`config.mk`:
```
export PLATFORM = sky130hd
export DESIGN_NAME = wave_reader
export DESIGN_NICKNAME = d
export VERILOG_FILES = /design/src/rtl/scope_pkg.sv /design/src/rtl/skid_fifo2.sv /design/src/rtl/wave_reader.sv
export SDC_FILE = /design/constraint.sdc
export NUM_CORES = 1
export LEC_CHECK = 0
export BUFFER_PORTS_ARGS = -buffer_cell sky130_fd_sc_hd__buf_2
export CORE_ASPECT_RATIO = 0.9
export CORE_MARGIN = 3
export CORE_UTILIZATION = 30
export CTS_CLUSTER_SIZE = 40
export DETAILED_ROUTE_END_ITERATION = 16
export GPL_ROUTABILITY_DRIVEN = 1
export HOLD_SLACK_MARGIN = 0.08
export PLACE_DENSITY = 0.56
export SYNTH_ARGS = -nofsm -noshare
export SYNTH_HDL_FRONTEND = slang
export SYNTH_SLANG_ARGS = --single-unit
```
`constraint.sdc`:
```
create_clock -name clock -period 4.3 [get_ports clock]
set_input_delay 0.645 -clock clock [delete_from_list [all_inputs] [get_ports clock]]
set_output_delay 0.645 -clock clock [all_outputs]
set_load 0.01 [all_outputs]
```
`src/rtl/scope_pkg.sv`:
```
`default_nettype none
// ============================================================================
//  Module      : scope_pkg
//  Description : Shared widths, depth and readout state encoding for the
//                capture RAM read path.
//  Revision    : 1.0  initial release
// ============================================================================
package scope_pkg;

    localparam int c_addr_width = 9;
    localparam int c_data_width = 8;
    localparam int c_depth      = 512;

    // Readout sequencer states
    localparam logic [1:0] c_st_idle  = 2'd0;
    localparam logic [1:0] c_st_run   = 2'd1;
    localparam logic [1:0] c_st_flush = 2'd2;
    localparam logic [1:0] c_st_done  = 2'd3;

endpackage : scope_pkg
`default_nettype wire

```
`src/rtl/skid_fifo2.sv`:
```
`default_nettype none
// ============================================================================
//  Module      : skid_fifo2
//  Description : Two-entry register FIFO with valid/ready on both sides and
//                an occupancy count. A push into a full FIFO is accepted when
//                the head is popped on the same cycle.
//  Revision    : 1.0  initial release
// ============================================================================
module skid_fifo2
    import scope_pkg::*;
#(
    parameter int WIDTH = c_data_width
) (
    input  logic             clk,
    input  logic             rst_n,
    input  logic             i_in_valid,
    output logic             o_in_ready,
    input  logic [WIDTH-1:0] i_in_data,
    output logic             o_out_valid,
    input  logic             i_out_ready,
    output logic [WIDTH-1:0] o_out_data,
    output logic [1:0]       o_count
);

    logic [WIDTH-1:0] r_mem [2];
    logic             r_wr_ptr;
    logic             r_rd_ptr;
    logic [1:0]       r_count;
    logic             w_push;
    logic             w_pop;

    assign o_in_ready  = (r_count != 2'd2) || i_out_ready;
    assign o_out_valid = (r_count != 2'd0);
    assign o_out_data  = r_mem[r_rd_ptr];
    assign o_count     = r_count;
    assign w_push      = i_in_valid && o_in_ready;
    assign w_pop       = o_out_valid && i_out_ready;

    // Storage: write the tail slot on every accepted push
    always_ff @(posedge clk or negedge rst_n) begin
        if (!rst_n) begin
            r_mem[0] <= '0;
            r_mem[1] <= '0;
        end else if (w_push) begin
            r_mem[r_wr_ptr] <= i_in_data;
        end
    end

    // Pointers and occupancy
    always_ff @(posedge clk or negedge rst_n) begin
        if (!rst_n) begin
            r_wr_ptr <= 1'b0;
            r_rd_ptr <= 1'b0;
            r_count  <= 2'd0;
        end else begin
            if (w_push) r_wr_ptr <= ~r_wr_ptr;
            if (w_pop)  r_rd_ptr <= ~r_rd_ptr;
            case ({w_push, w_pop})
                2'b10:   r_count <= r_count + 2'd1;
                2'b01:   r_count <= r_count - 2'd1;
                default: r_count <= r_count;
            endcase
        end
    end

endmodule : skid_fifo2
`default_nettype wire

```
`src/rtl/wave_reader.sv`:
```
`default_nettype none
// ============================================================================
//  Module      : wave_reader
//  Description : Readout sequencer for the capture RAM. Freezes acquisition,
//                reads every stored sample oldest-first starting pretrig
//                samples before the trigger, and streams them out over
//                valid/ready before releasing acquisition.
//  Revision    : 1.0  initial release
// ============================================================================
module wave_reader
    import scope_pkg::*;
#(
    parameter int ADDR_WIDTH = c_addr_width,
    parameter int DATA_WIDTH = c_data_width
) (
    input  logic                  clock,
    input  logic                  reset_n,
    input  logic                  start,
    input  logic [ADDR_WIDTH-1:0] trig_addr,
    input  logic [ADDR_WIDTH-1:0] pretrig,
    output logic                  hold,
    output logic                  busy,
    output logic                  done,
    output logic [ADDR_WIDTH-1:0] rdaddress,
    input  logic [DATA_WIDTH-1:0] q,
    output logic [DATA_WIDTH-1:0] out_data,
    output logic                  out_valid,
    input  logic                  out_ready,
    output logic                  out_last
);

    localparam logic [ADDR_WIDTH-1:0] c_addr_one = {{(ADDR_WIDTH-1){1'b0}}, 1'b1};

    logic [1:0]            r_state;
    logic                  r_hold;
    logic [ADDR_WIDTH-1:0] r_rdaddress;
    logic [ADDR_WIDTH-1:0] r_issue_cnt;
    logic [ADDR_WIDTH-1:0] r_out_cnt;
    logic                  r_inflight;

    logic [1:0]            w_fifo_count;
    logic                  w_fifo_valid;
    logic                  w_fifo_in_ready;
    logic                  w_xfer;
    logic [2:0]            w_pending;
    logic                  w_issue;

    // The RAM registers the address, so read data arrives exactly one cycle
    // after issue; r_inflight marks that cycle and pushes q into the FIFO.
    skid_fifo2 #(
        .WIDTH (DATA_WIDTH)
    ) u_fifo (
        .clk         (clock),
        .rst_n       (reset_n),
        .i_in_valid  (r_inflight),
        .o_in_ready  (w_fifo_in_ready),
        .i_in_data   (q),
        .o_out_valid (w_fifo_valid),
        .i_out_ready (out_ready),
        .o_out_data  (out_data),
        .o_count     (w_fifo_count)
    );

    assign w_xfer    = w_fifo_valid && out_ready;
    // Slots committed after this edge: the landing read plus what the FIFO
    // still holds once this cycle's transfer (if any) leaves.
    assign w_pending = {2'b00, r_inflight} + {1'b0, w_fifo_count} - {2'b00, w_xfer};
    // The in_ready term is implied by the credit check; kept as a safety guard.
    assign w_issue   = (r_state == c_st_run) && (w_pending < 3'd2) && w_fifo_in_ready;

    assign hold      = r_hold;
    assign busy      = (r_state != c_st_idle);
    assign done      = (r_state == c_st_done);
    assign rdaddress = r_rdaddress;
    assign out_valid = w_fifo_valid;
    assign out_last  = w_fifo_valid && (&r_out_cnt);

    // Sequencer FSM with read address generator and issue counter
    always_ff @(posedge clock or negedge reset_n) begin
        if (!reset_n) begin
            r_state     <= c_st_idle;
            r_hold      <= 1'b0;
            r_rdaddress <= '0;
            r_issue_cnt <= '0;
        end else begin
            case (r_state)
                c_st_idle: begin
                    if (start) begin
                        r_rdaddress <= trig_addr - pretrig;
                        r_issue_cnt <= '0;
                        r_hold      <= 1'b1;
                        r_state     <= c_st_run;
                    end
                end
                c_st_run: begin
                    if (w_issue) begin
                        r_rdaddress <= r_rdaddress + c_addr_one;
                        r_issue_cnt <= r_issue_cnt + c_addr_one;
                        if (&r_issue_cnt) r_state <= c_st_flush;
                    end
                end
                c_st_flush: begin
                    if (w_xfer && out_last) r_state <= c_st_done;
                end
                default: begin
                    r_hold  <= 1'b0;
                    r_state <= c_st_idle;
                end
            endcase
        end
    end

    // Read-in-flight marker and delivered-sample counter
    always_ff @(posedge clock or negedge reset_n) begin
        if (!reset_n) begin
            r_inflight <= 1'b0;
            r_out_cnt  <= '0;
        end else begin
            r_inflight <= w_issue;
            if ((r_state == c_st_idle) && start) r_out_cnt <= '0;
            else if (w_xfer)                     r_out_cnt <= r_out_cnt + c_addr_one;
        end
    end

endmodule : wave_reader
`default_nettype wire

```
* Word-level counts from Yosys, hierarchy flattened *
Cells that the tools add are included.

cells by class
  add/sub/neg operators = 8
  order comparisons = 4
  equal/unequal tests = 10
  muxes and demuxes = 22
  bitwise operators = 5
  reduce and logical (&&, ||, !) cells = 21

operator list
  kind                                                         number
  2-to-1 mux 9 bit                                             6
  case mux 9 bit (2 select lines)                              2
  2-to-1 mux 8 bit                                             4
  adder 9 x 1 -> 9 bit (second input constant)                 3
  AND reduction 9 bit                                          2
  bitwise mux 16 bit                                           1
  nonzero test 2 bit                                           5
  subtractor 9 bit                                             1
  demux 8 bit (select 1 bit)                                   1
  logical AND 1 bit                                            8
  2-to-1 mux 2 bit                                             4
  inequality test 2 bit (second input constant)                4
  equality test 2 bit (second input constant)                  3
  case mux 2 bit (3 select lines)                              1
  equality test 2 x 1 -> 1 bit (second input constant)         2
  greater-or-equal comparator 2 bit (second input constant)    2
  inverter 1 -> 2 bit                                          2
  case mux 2 bit (2 select lines)                              1
  AND reduction 4 bit                                          1
  adder 1 x 2 -> 3 bit                                         1
  less-than comparator 3 x 2 -> 1 bit (second input constant)  1
  inverter 1 bit                                               3
  AND reduction 3 bit                                          1
  subtractor 3 x 1 -> 3 bit                                    1
  10 further kinds                                             10

storage, ports and cells
  register bits = 51
  bits of input ports = 30

* Logic depth before layout (Yosys ltp) *
  depth after elaboration = 8
  depth in mapped cells = 12
  mapped depth without buffers = 10

* Modules after synthesis *
A second synthesis with hierarchy kept.

unflattened totals
  cells, all modules = 312
  area total of the unflattened synthesis = 3161.8 um2

modules (own cells, without submodules)
  module       instances  cells each  area an instance (um2)
  wave_reader  1          252         2197.1
  skid_fifo2   1          60          964.7

* Worst setup path before layout *
No wires, ideal clock.

  kind = input port to flip-flop
  start point = input port out_ready
  end point = register r_rdaddress[7], in the netlist rdaddress[7]
  setup time = 126 ps
  data arrival time = 2536 ps
  setup slack = 1638 ps
  stages = 11
  path buffers = 1
  path through = buf_6 -> inv_1 -> nor2_1 -> or2_2 -> nand2_1 -> fa_1 -> mux2_4 -> nand2_1 -> a21oi_4 -> nand2_1 -> a221o_1

between the ends
  word-level cells in the longest chain between the ends = 7
  elaborated cells between the ends (all ways) = 8

ends and longest elaborated chain
  element                              line               RTL
  from (decl)                          wave_reader.sv:28  input logic out_ready,
  logical AND 1 bit                    wave_reader.sv:64  assign w_xfer = w_fifo_valid && out_ready;
  subtractor 3 x 1 -> 3 bit            wave_reader.sv:67  assign w_pending = {2'b00, r_inflight} + {1'b0, w_fifo_count} - {2'b00, w_xfer};
  less-than comparator 3 x 2 -> 1 bit  wave_reader.sv:69  assign w_issue = (r_state == c_st_run) && (w_pending < 3'd2) && w_fifo_in_ready;
  logical AND 1 bit                    wave_reader.sv:69
  logical AND 1 bit (*)                wave_reader.sv:69
  inequality test 2 bit (no line) (*)  -
  AND reduction 3 bit (no line) (*)    -
  to (signal assigned)                 wave_reader.sv:89  r_rdaddress <= trig_addr - pretrig;
  to (signal assigned)                 wave_reader.sv:97  r_rdaddress <= r_rdaddress + c_addr_one;
  to (decl)                            wave_reader.sv:36  logic [ADDR_WIDTH-1:0] r_rdaddress;

Every way passes the cells marked *; elsewhere a longest branch is shown, timed or not.
A chain may end at the register's enable or synchronous reset.

* Final worst setup path *
  start point = register u_fifo.r_count[1], in the netlist u_fifo.o_count[1]
  end point = register r_issue_cnt[3]

between the ends
  word-level cells in the longest chain between the ends = 8
  elaborated cells between the ends (all ways) = 11

ends and longest elaborated chain
  element                                                       line               RTL
  from (decl)                                                   skid_fifo2.sv:28   logic [1:0] r_count;
  from (signal assigned)                                        skid_fifo2.sv:59   2'b10: r_count <= r_count + 2'd1;
  from (signal assigned)                                        skid_fifo2.sv:60   2'b01: r_count <= r_count - 2'd1;
  from (signal assigned)                                        skid_fifo2.sv:61   default: r_count <= r_count;
  branches (longest 5 deep; another with adder 1 x 2 -> 3 bit)  -
  logical AND 1 bit (*)                                         wave_reader.sv:69
  inequality test 2 bit (no line) (*)                           -
  AND reduction 3 bit (no line) (*)                             -
  to (signal assigned)                                          wave_reader.sv:98  r_issue_cnt <= r_issue_cnt + c_addr_one;
  to (decl)                                                     wave_reader.sv:37  logic [ADDR_WIDTH-1:0] r_issue_cnt;

Every way passes the cells marked *.

==> impl_metrics.py <==
metrics = {
    "cts": {
        "clkTransAtPathRegs_ns": 0.07,
        "clock_latency_ns": 0.29,
        "cts-hold-fix-buffers": 0,
        "cts_buffers": 5,
        "post_cts_buffers": 0,
        "cts_tree": "built",
        "cts_resized": 0,
        "clkSinkCount": 51,
        "root_buffer": "clkbuf_16",
        "cts_buffer_depth": 2,
        "cts_max_level": 2,
    },
    "logic_synthesis": {
        "syn_area_um2": 3140,
        "synth-compound-area-share_pct": 14.9,
        "async_reset_ff_share_pct": 100,
        "syn-num-nets": 376,
        "yosys_warnings": 0,
        "synth_edf_count": 0,
        "synth-xor-area-share_pct": 3.07,
        "synth_seq_area_share_pct": 40.6,
        "netlist.area_leader.share_pct": 40.6,
        "ys_types": 52,
        "synth_top_family_by_area": "simple AND/OR/NAND/NOR gates",
        "synthMuxAreaShare_pct": 11.3,
        "syn-instance-count": 326,
        "synth_flop_cell": "dfrtp_1",
        "synthSimpleGateAreaFrac_pct": 17.5,
        "synth_fa_ha_area_share_pct": 8.44,
        "yosysTopAreaCell": "dfrtp_1",
        "synth_area_per_cell_um2": 9.64,
        "ys_ff_latch": 51,
        "ys_top_cells_by_area": "dfrtp_1 (41%), mux2_2 (8.6%), ha_1 (7.2%)",
    },
    "pwr": {
        "leakagePower_uw": 0.00168,
        "power_density_nw_per_um2": 606,
        "vdd_ir_drop_max_uv": 326,
    },
    "worst_setup_path": {
        "reg2reg_depth": 10,
        "crit_slowest_cell": "o311ai_4",
        "critical_path_class": "reg2reg",
        "worstPathMaxFanout": 26,
        "slowest_delay_ns": 0.80,
        "crit_path_end_kind": "flop",
        "critPathRequiredTime_ns": 4.48,
        "crit_path_start_kind": "flop",
        "r2r_slack_ns": 1.19,
        "startpoint": "u_fifo.o_count[1]",
        "crit_path_end": "r_issue_cnt[3]",
        "rr_endpoint": "r_issue_cnt[3]",
        "worstPathArrival_ns": 3.29,
        "r2r_start": "u_fifo.o_count[1]",
        "crit_chain": "nand2b_1, nor2_1, or2_2, nand2_1, fa_1, o211a_4, o311ai_4, nor3_1, a21o_1, a22o_1",
    },
    "finish": {
        "final_cell_mix": "dfrtp_1 (51), buf_2 (51), nand2_1 (36)",
        "postLayoutCellArea_um2": 3650,
        "nets": 426,
        "syn_to_final_growth_pct": 16.3,
        "drive_gt1_share_pct": 25.7,
        "diodes": 0,
    },
    "floorplanning": {
        "rows": 34,
        "start_util_pct": 31.6,
        "pin_count": 52,
        "die_area_um2": 11700,
        "coreArea_um2": 9950,
        "die_h_um": 103,
        "die_x_um": 114,
    },
    "sta": {
        "hold_slack_ns": 0.470,
        "period_minus_slack_ns": 3.11,
        "maxSlewViolCount": 0,
        "post-route-period-util_pct": 72.4,
        "clock_skew_ns": 0.00444,
        "rsz0062_at_grt": "false",
        "setup_tns_ns": 0,
        "worst_slew_pin_slew_ns": 0.990,
        "setup_violations": 0,
        "slew-limit-headroom_pct": 33.8,
        "hold_viol_final": 0,
        "clock.fmax_mhz": 321,
    },
    "place": {
        "gp_congestion": 0.798,
        "port_buffers": 51,
        "place_area_um2": 3510,
        "hpwl_um": 4650,
    },
    "detailed_routing": {
        "drtAntennaViolNets": 0,
        "drt_iter0_drc": 150,
        "viasPerCell": 4.86,
        "vias": 2446,
        "avgRoutedWirePerCell_um": 12.7,
        "drc": 0,
        "wl_um": 6400,
        "dr.pass1.iters": 4,
    },
    "global_route": {
        "grt_max_degree": 52,
        "grt_antenna_before_repair": 0,
        "grt_usage_pct": 11.4,
        "grt_first_pass_wirelength_um": 11100,
        "grt_pass1_vias": 2478,
        "overflow": 0,
    },
    "run_status": {
        "status": "finished, final reports clean",
    },
    "worst_hold_path": {
        "hp-class": "in2async",
    },
    "run": {
        "drv_cap": 0,
    },
}
worst max-delay path: cells and delay by family, from the launching register on:
family                     cells  cell delay [ns]
AOI/OAI and AO/OA              4             1.34
adders and majority gates      1             0.42
and+or+nand+nor                5             0.69
DFF                            1             0.55
Yosys cell counts, types with 4 or more instances:
master     n
nand3_1   12
nor2b_1    5
nor2_1    20
inv_1     17
dfrtp_1   51
mux2i_1    7
and2_1     5
or3_1      4
o21ai_0   22
nand2b_1   6
ha_1      18
xnor2_1    5
nor3_1    10
nor4_1     5
nand2_1   36
xor2_1     6
a21oi_1   21
mux2_2    24
routing by layer:
metal,track usage (%),wire [µm]
met5,0,0
met4,2.37,21
met3,3.76,447
met2,18.4,2830
met1,15.2,3100
how the worst min path moves through the flow:
| stage | from | endpoint | slack, ns |
|---|---|---|---|
| after floorplan | reset_n | hold | 0.35 |
| after global placement | r_issue_cnt[8] | r_issue_cnt[8] | 0.47 |
| after detailed placement | r_issue_cnt[8] | r_issue_cnt[8] | 0.48 |
| after CTS | reset_n | r_inflight | 0.49 |
| after global routing | u_fifo.r_mem[3] | u_fifo.r_mem[3] | 0.52 |
| final | reset_n | r_inflight | 0.47 |
where the power goes:
| part | internal, µW | switching (µW) |
|---|---|---|
| Combinational | 456 | 548 |
| Sequential | 652 | 158 |
| Clock | 218 | 184 |
cells by family after synthesis:
family	count (synthesis)
adders and majority gates	20
buffers and inverters	28
and+or+nand+nor	114
DFF	51
xor gates and xnor gates	11
muxes	32
AOI/OAI and AO/OA	70
per-stage QoR:
stage / util (%) / total power (µW) / setup WS [ns] / instances
floorplan: - / 1560 / 1.64 / 326
global placement: 35.2 / 1810 / 1.10 / 495
detailed placement: 35.2 / 1840 / 0.977 / 495
CTS: 36.7 / 2250 / 1.17 / 503
global route: 36.7 / 2400 / 0.856 / 503
finish: 36.7 / 2220 / 1.19 / 503
flip-flops by register name (all words and copies together) (netlist names), 2 cells and up:
name            cells
r_issue_cnt         9
r_out_cnt           9
r_state             2
rdaddress           9
u_fifo.o_count      2
u_fifo.r_mem       16
area by class of cell:
type,count,area (µm²)
fillers,1011,6300
clock buffers,5,125
repair buffers,53,270
inverters,18,67.6
clock inverters,3,23.8
well taps,126,158
flip-flops and latches,51,1280
multi-input cells,247,1730
(Power assumes the default switching activity.)
